<file path="config.mk">
export PLATFORM = sky130hd
export DESIGN_NAME = serial_sequence_framer
export DESIGN_NICKNAME = d
export VERILOG_FILES = /design/src/rtl/serial_sequence_framer.sv
export SDC_FILE = /design/constraint.sdc
export NUM_CORES = 1
export LEC_CHECK = 0
export CORE_MARGIN = 2
export CORE_UTILIZATION = 40
export CTS_CLUSTER_SIZE = 8
export DETAILED_ROUTE_END_ITERATION = 12
export GPL_ROUTABILITY_DRIVEN = 0
export PLACE_DENSITY = 0.64
export SKIP_CTS_REPAIR_TIMING = 1
export SLEW_MARGIN = 0
export SYNTH_ARGS = -nofsm -noshare
export SYNTH_HDL_FRONTEND = slang
export SYNTH_SLANG_ARGS = --single-unit
export TNS_END_PERCENT = 20
</file>
<file path="constraint.sdc">
create_clock -name clock -period 2.7 [get_ports clock]
set_input_delay 0.54 -clock clock [delete_from_list [all_inputs] [get_ports clock]]
set_output_delay 0.54 -clock clock [all_outputs]
set_load 0.02 [all_outputs]
</file>
<file path="src/rtl/serial_sequence_framer.sv">
// Serial framer: emits SYNC_PATTERN, the payload MSB first, then guard zeros, one bit per clock.
// Feeds the downstream 1011 sequence detector; guard zeros let it return to idle between frames.
module serial_sequence_framer #(
  parameter int unsigned DATA_W       = 8,
  parameter logic [3:0]  SYNC_PATTERN = 4'b1011,
  parameter int unsigned GUARD_BITS   = 2,
  parameter int unsigned CNT_W        = 8
) (
  input  logic              clock,
  input  logic              reset,
  input  logic              load_valid,
  input  logic [DATA_W-1:0] load_data,
  output logic              load_ready,
  output logic              sequence_out,
  output logic              bit_valid,
  output logic              busy,
  output logic              frame_done,
  output logic [CNT_W-1:0]  frame_count
);

  localparam int unsigned MaxSeg = (DATA_W > GUARD_BITS) ?
                                   ((DATA_W > 4) ? DATA_W : 4) :
                                   ((GUARD_BITS > 4) ? GUARD_BITS : 4);
  localparam int unsigned BitCntW = $clog2(MaxSeg + 1);
  localparam int unsigned ShiftW  = DATA_W + 4;

  localparam logic [BitCntW-1:0] SyncLast    = BitCntW'(3);
  localparam logic [BitCntW-1:0] PayloadLast = BitCntW'(DATA_W - 1);
  localparam logic [BitCntW-1:0] GuardLast   = BitCntW'(GUARD_BITS - 1);

  typedef enum logic [1:0] {StIdle, StSync, StPayload, StGuard} state_e;

  state_e               state_q, state_d;
  logic [BitCntW-1:0]   bit_cnt_q, bit_cnt_d;
  logic [ShiftW-1:0]    shift_q, shift_d;
  logic                 sequence_out_q, sequence_out_d;
  logic                 bit_valid_q, bit_valid_d;
  logic [CNT_W-1:0]     frame_count_q, frame_count_d;

  // state_q/bit_cnt_q describe the bit currently on the line; *_d selects the next one.
  always_comb begin
    state_d        = state_q;
    bit_cnt_d      = bit_cnt_q + BitCntW'(1);
    shift_d        = shift_q;
    sequence_out_d = 1'b0;
    bit_valid_d    = 1'b1;
    frame_count_d  = frame_count_q;
    unique case (state_q)
      StIdle: begin
        bit_cnt_d   = '0;
        bit_valid_d = 1'b0;
        if (load_valid) begin
          state_d        = StSync;
          // Sync bit 3 goes straight to the line; the rest queue ahead of the payload.
          shift_d        = {SYNC_PATTERN[2:0], load_data, 1'b0};
          sequence_out_d = SYNC_PATTERN[3];
          bit_valid_d    = 1'b1;
        end
      end
      StSync: begin
        sequence_out_d = shift_q[ShiftW-1];
        shift_d        = shift_q << 1;
        if (bit_cnt_q == SyncLast) begin
          state_d   = StPayload;
          bit_cnt_d = '0;
        end
      end
      StPayload: begin
        if (bit_cnt_q == PayloadLast) begin
          state_d   = StGuard;
          bit_cnt_d = '0;
        end else begin
          sequence_out_d = shift_q[ShiftW-1];
          shift_d        = shift_q << 1;
        end
      end
      StGuard: begin
        if (bit_cnt_q == GuardLast) begin
          state_d       = StIdle;
          bit_cnt_d     = '0;
          bit_valid_d   = 1'b0;
          frame_count_d = frame_count_q + CNT_W'(1);
        end
      end
      default: begin
        state_d     = StIdle;
        bit_cnt_d   = '0;
        bit_valid_d = 1'b0;
      end
    endcase
  end

  always_ff @(posedge clock or posedge reset) begin
    if (reset) begin
      state_q        <= StIdle;
      bit_cnt_q      <= '0;
      shift_q        <= '0;
      sequence_out_q <= 1'b0;
      bit_valid_q    <= 1'b0;
      frame_count_q  <= '0;
    end else begin
      state_q        <= state_d;
      bit_cnt_q      <= bit_cnt_d;
      shift_q        <= shift_d;
      sequence_out_q <= sequence_out_d;
      bit_valid_q    <= bit_valid_d;
      frame_count_q  <= frame_count_d;
    end
  end

  assign load_ready   = (state_q == StIdle);
  assign busy         = (state_q != StIdle);
  assign frame_done   = (state_q == StGuard) && (bit_cnt_q == GuardLast);
  assign sequence_out = sequence_out_q;
  assign bit_valid    = bit_valid_q;
  assign frame_count  = frame_count_q;

endmodule

</file>
==> impl_metrics.csv <==
group,metric,value,unit
setup_path,cp_slowest_cell,"sky130_fd_sc_hd__clkdlybuf4s50_1",
yosys,synth_most_common_cell,"sky130_fd_sc_hd__dfrtp_1",
setup_path,worstPathMaxFanout,7,
clock_tree,clockBufferDepth,2,
yosys,synth_nets,139,
routing,detailedRoute.firstPassIterationCount,5,
placed_design,pre_cts_ws,0.545,ns
global_routing,grt_start_max_net_pins,28,
setup_path,cp_data_arrival_time,1.98,ns
yosys,async_flop_share,1.00,
final_layout,design_area,1620,um^2
yosys,post_synth_inst_count,120,
placed_design,hpwl,1630,um
status,status,"finished, final reports clean",
sta,report.final.hold_viol_count,0,
yosys,seq_area_frac_synth,0.516,
routing,via_count,931,
die,die_w,61.2,um
setup_path,slowest_delay,0.63,ns
yosys,yosysWarnings,0,
die,placement_rows,20,
die,vertical_die_dimension,61.2,um
routing,route.detailed.wl_per_inst,11.5,um
global_routing,first_global_vias,896,
global_routing,grt-ovfl-total,0,
clock_tree,cts.reportedPaths.clkPinSlew,0.14,ns
power,ratio_of_total_power_to_cell_area,1130,nW/um^2
clock_tree,clock_latency,0.32,ns
clock_tree,tritoncts_clock_tree,"built",
global_routing,initial_antenna_violation_count,0,
placed_design,buffer_ports.inserted,23,
routing,drt-total-wl,2180,um
sta,clock.fmax,397,MHz
clock_tree,number_of_buffers_created_by_cts,3,
setup_path,worst_setup_path_end_kind,"primary output",
power,power.static_leakage,0.731,nW
yosys,synth_commonest_cells,"sky130_fd_sc_hd__dfrtp_1 (27), sky130_fd_sc_hd__nor2_1 (15), sky130_fd_sc_hd__inv_1 (9)",
yosys,synth_top_area_cell,"sky130_fd_sc_hd__dfrtp_1",
yosys,synth_enable_flop_cells,0,
setup_path,cp_data_required_time,2.16,ns
yosys,synth_cell_types,30,
sta,setup_viols_final,0,
sta,min_period,2.52,ns
run,max-cap-violations,0,
setup_path,critPathLaunchType,"register",
routing,drcViolationCount,0,
yosys,synth_area_leaders,"sky130_fd_sc_hd__dfrtp_1 (52%), sky130_fd_sc_hd__ha_1 (7.6%), sky130_fd_sc_hd__mux2i_1 (6.1%)",
clock_tree,clock_tree_root,"sky130_fd_sc_hd__clkbuf_4",
routing,route.antenna.remaining_nets,0,
die,floorplan.die_area,3750,um^2
die,placeableCoreArea,3080,um^2
yosys,synth_top_area_share,0.516,
sta,skew,0.00848,ns
sta,min_period_over_period,0.933,
die,pin_count,24,
routing,drt_iter0_markers,24,
sta,finalSetupTns,0,ns
final_layout,final_net_count,165,
worst_hold_path,worst_hold_startpoint,"frame_count[7]",
placed_design,dp.cells,185,
final_layout,layoutNonFillerInstCount,189,
setup_path,worstSetupPathType,"register to primary output",
final_layout,antenna-diode-count,0,
clock_tree,cts_max_level,1,
setup_path,critical_path.startpoint,"state_q[1]",
routing,route.detailed.vias_per_inst,4.93,
yosys,ys_seq_elements,27,
yosys,synth_area_per_cell,10.9,um^2
sta,max_slew_violation_total_from_the_final_report,0,
yosys,post_synth_instance_area,1310,um^2
clock_tree,numClockSinks,27,
global_routing,groute.usage.overall,0.133,
final_layout,drive_gt1_frac,0.0759,
yosys,flip_flop_cell_with_the_highest_count_after_synthesis,"sky130_fd_sc_hd__dfrtp_1",
setup_path,reg2reg_from,"bit_cnt_q[1]",
power,worst_vdd_rail_ir_drop,0.437,mV
setup_path,path_cells,"ha_1 -> and4bb_2 -> clkdlybuf4s50_1",
worst_hold_path,hold_path.class,"register to register",
sta,grt_setup_unrepaired,"no",
global_routing,grt_first_pass_wirelength,3730,um
sta,post-route-worst-setup-slack,0.182,ns
placed_design,place_area,1590,um^2
final_layout,area.growth.synth_to_final,23.7,%
sta,max-slew-margin-rel,0.647,
sta,worstMarginPinSlew,0.530,ns
die,initial_utilization,0.426,
registers in the layout (all words and copies together) (netlist names):
signal,count
frame_count,8
bit_valid,1
shift_q,11
bit_cnt_q,4
sequence_out,1
state_q,2
where the power goes:
group          total [mW]  switching (mW)  internal (mW)
Combinational        1.01           0.527          0.479
Sequential          0.660           0.100          0.560
Clock               0.171           0.113         0.0577
worst max-delay path: cells and delay by family (launching register included):
family,cells,cell delay (ns)
buf+inv,1,0.63
flops,1,0.42
simple gates,1,0.35
fa+ha+maj,1,0.26
per-layer routing:
metal / global-route usage / vias to the layer above / share of wire
li1: - / 464 / -
met1: 0.158 / 448 / 0.46
met2: 0.233 / 17 / 0.50
met3: 0.0273 / 2 / 0.035
met4: 0.0559 / 0 / 0.0069
met5: 0 / - / 0
kinds of logic after synthesis:
| logic type | Yosys count | synth area share |
|---|---|---|
| AOI/OAI and AO/OA | 18 | 0.0879 |
| adders and majority gates | 8 | 0.0764 |
| xor gates and xnor gates | 9 | 0.0602 |
| muxes | 10 | 0.0812 |
| buffers and inverters | 13 | 0.0382 |
| DFF | 27 | 0.516 |
| and+or+nand+nor | 35 | 0.140 |
layout make-up:
class,instances,area (um^2)
Fill cell,292,1460
Timing Repair Buffer,25,245
Clock buffer,4,26.3
Inverter,9,33.8
Multi-Input combinational cell,80,584
Sequential cell,27,676
Tap cell,44,55.1
stage by stage:
step,util,hold slack [ns],power [mW]
after floorplan,-,0.455,1.40
after global placement,0.518,0.455,1.66
after detailed placement,0.518,0.460,1.69
after CTS,0.526,0.483,1.86
after global routing,0.526,0.494,2.01
final,0.526,0.478,1.84
cell usage in the layout (no fill, tap or decap), drive strengths merged, types with 5 or more instances in the layout:
| cell type | instances |
|---|---|
| a21oi | 8 |
| clkdlybuf4s50 | 23 |
| dfrtp | 27 |
| ha | 8 |
| inv | 9 |
| mux2i | 8 |
| nand3 | 5 |
| nor2 | 15 |
| xor2 | 5 |
worst paths after layout:
check,end,slack (ns),cells past startpoint
worst max register to register,state_q[1],0.72,6
min in group asynchronous,shift_q[6],0.55,3
worst max-delay path,frame_done,0.18,3
worst min-delay path,frame_count[7],0.48,1
max in group asynchronous,bit_cnt_q[1],1.89,3
worst min register to register,frame_count[7],0.48,1
Power figures use the tool's default switching activity.
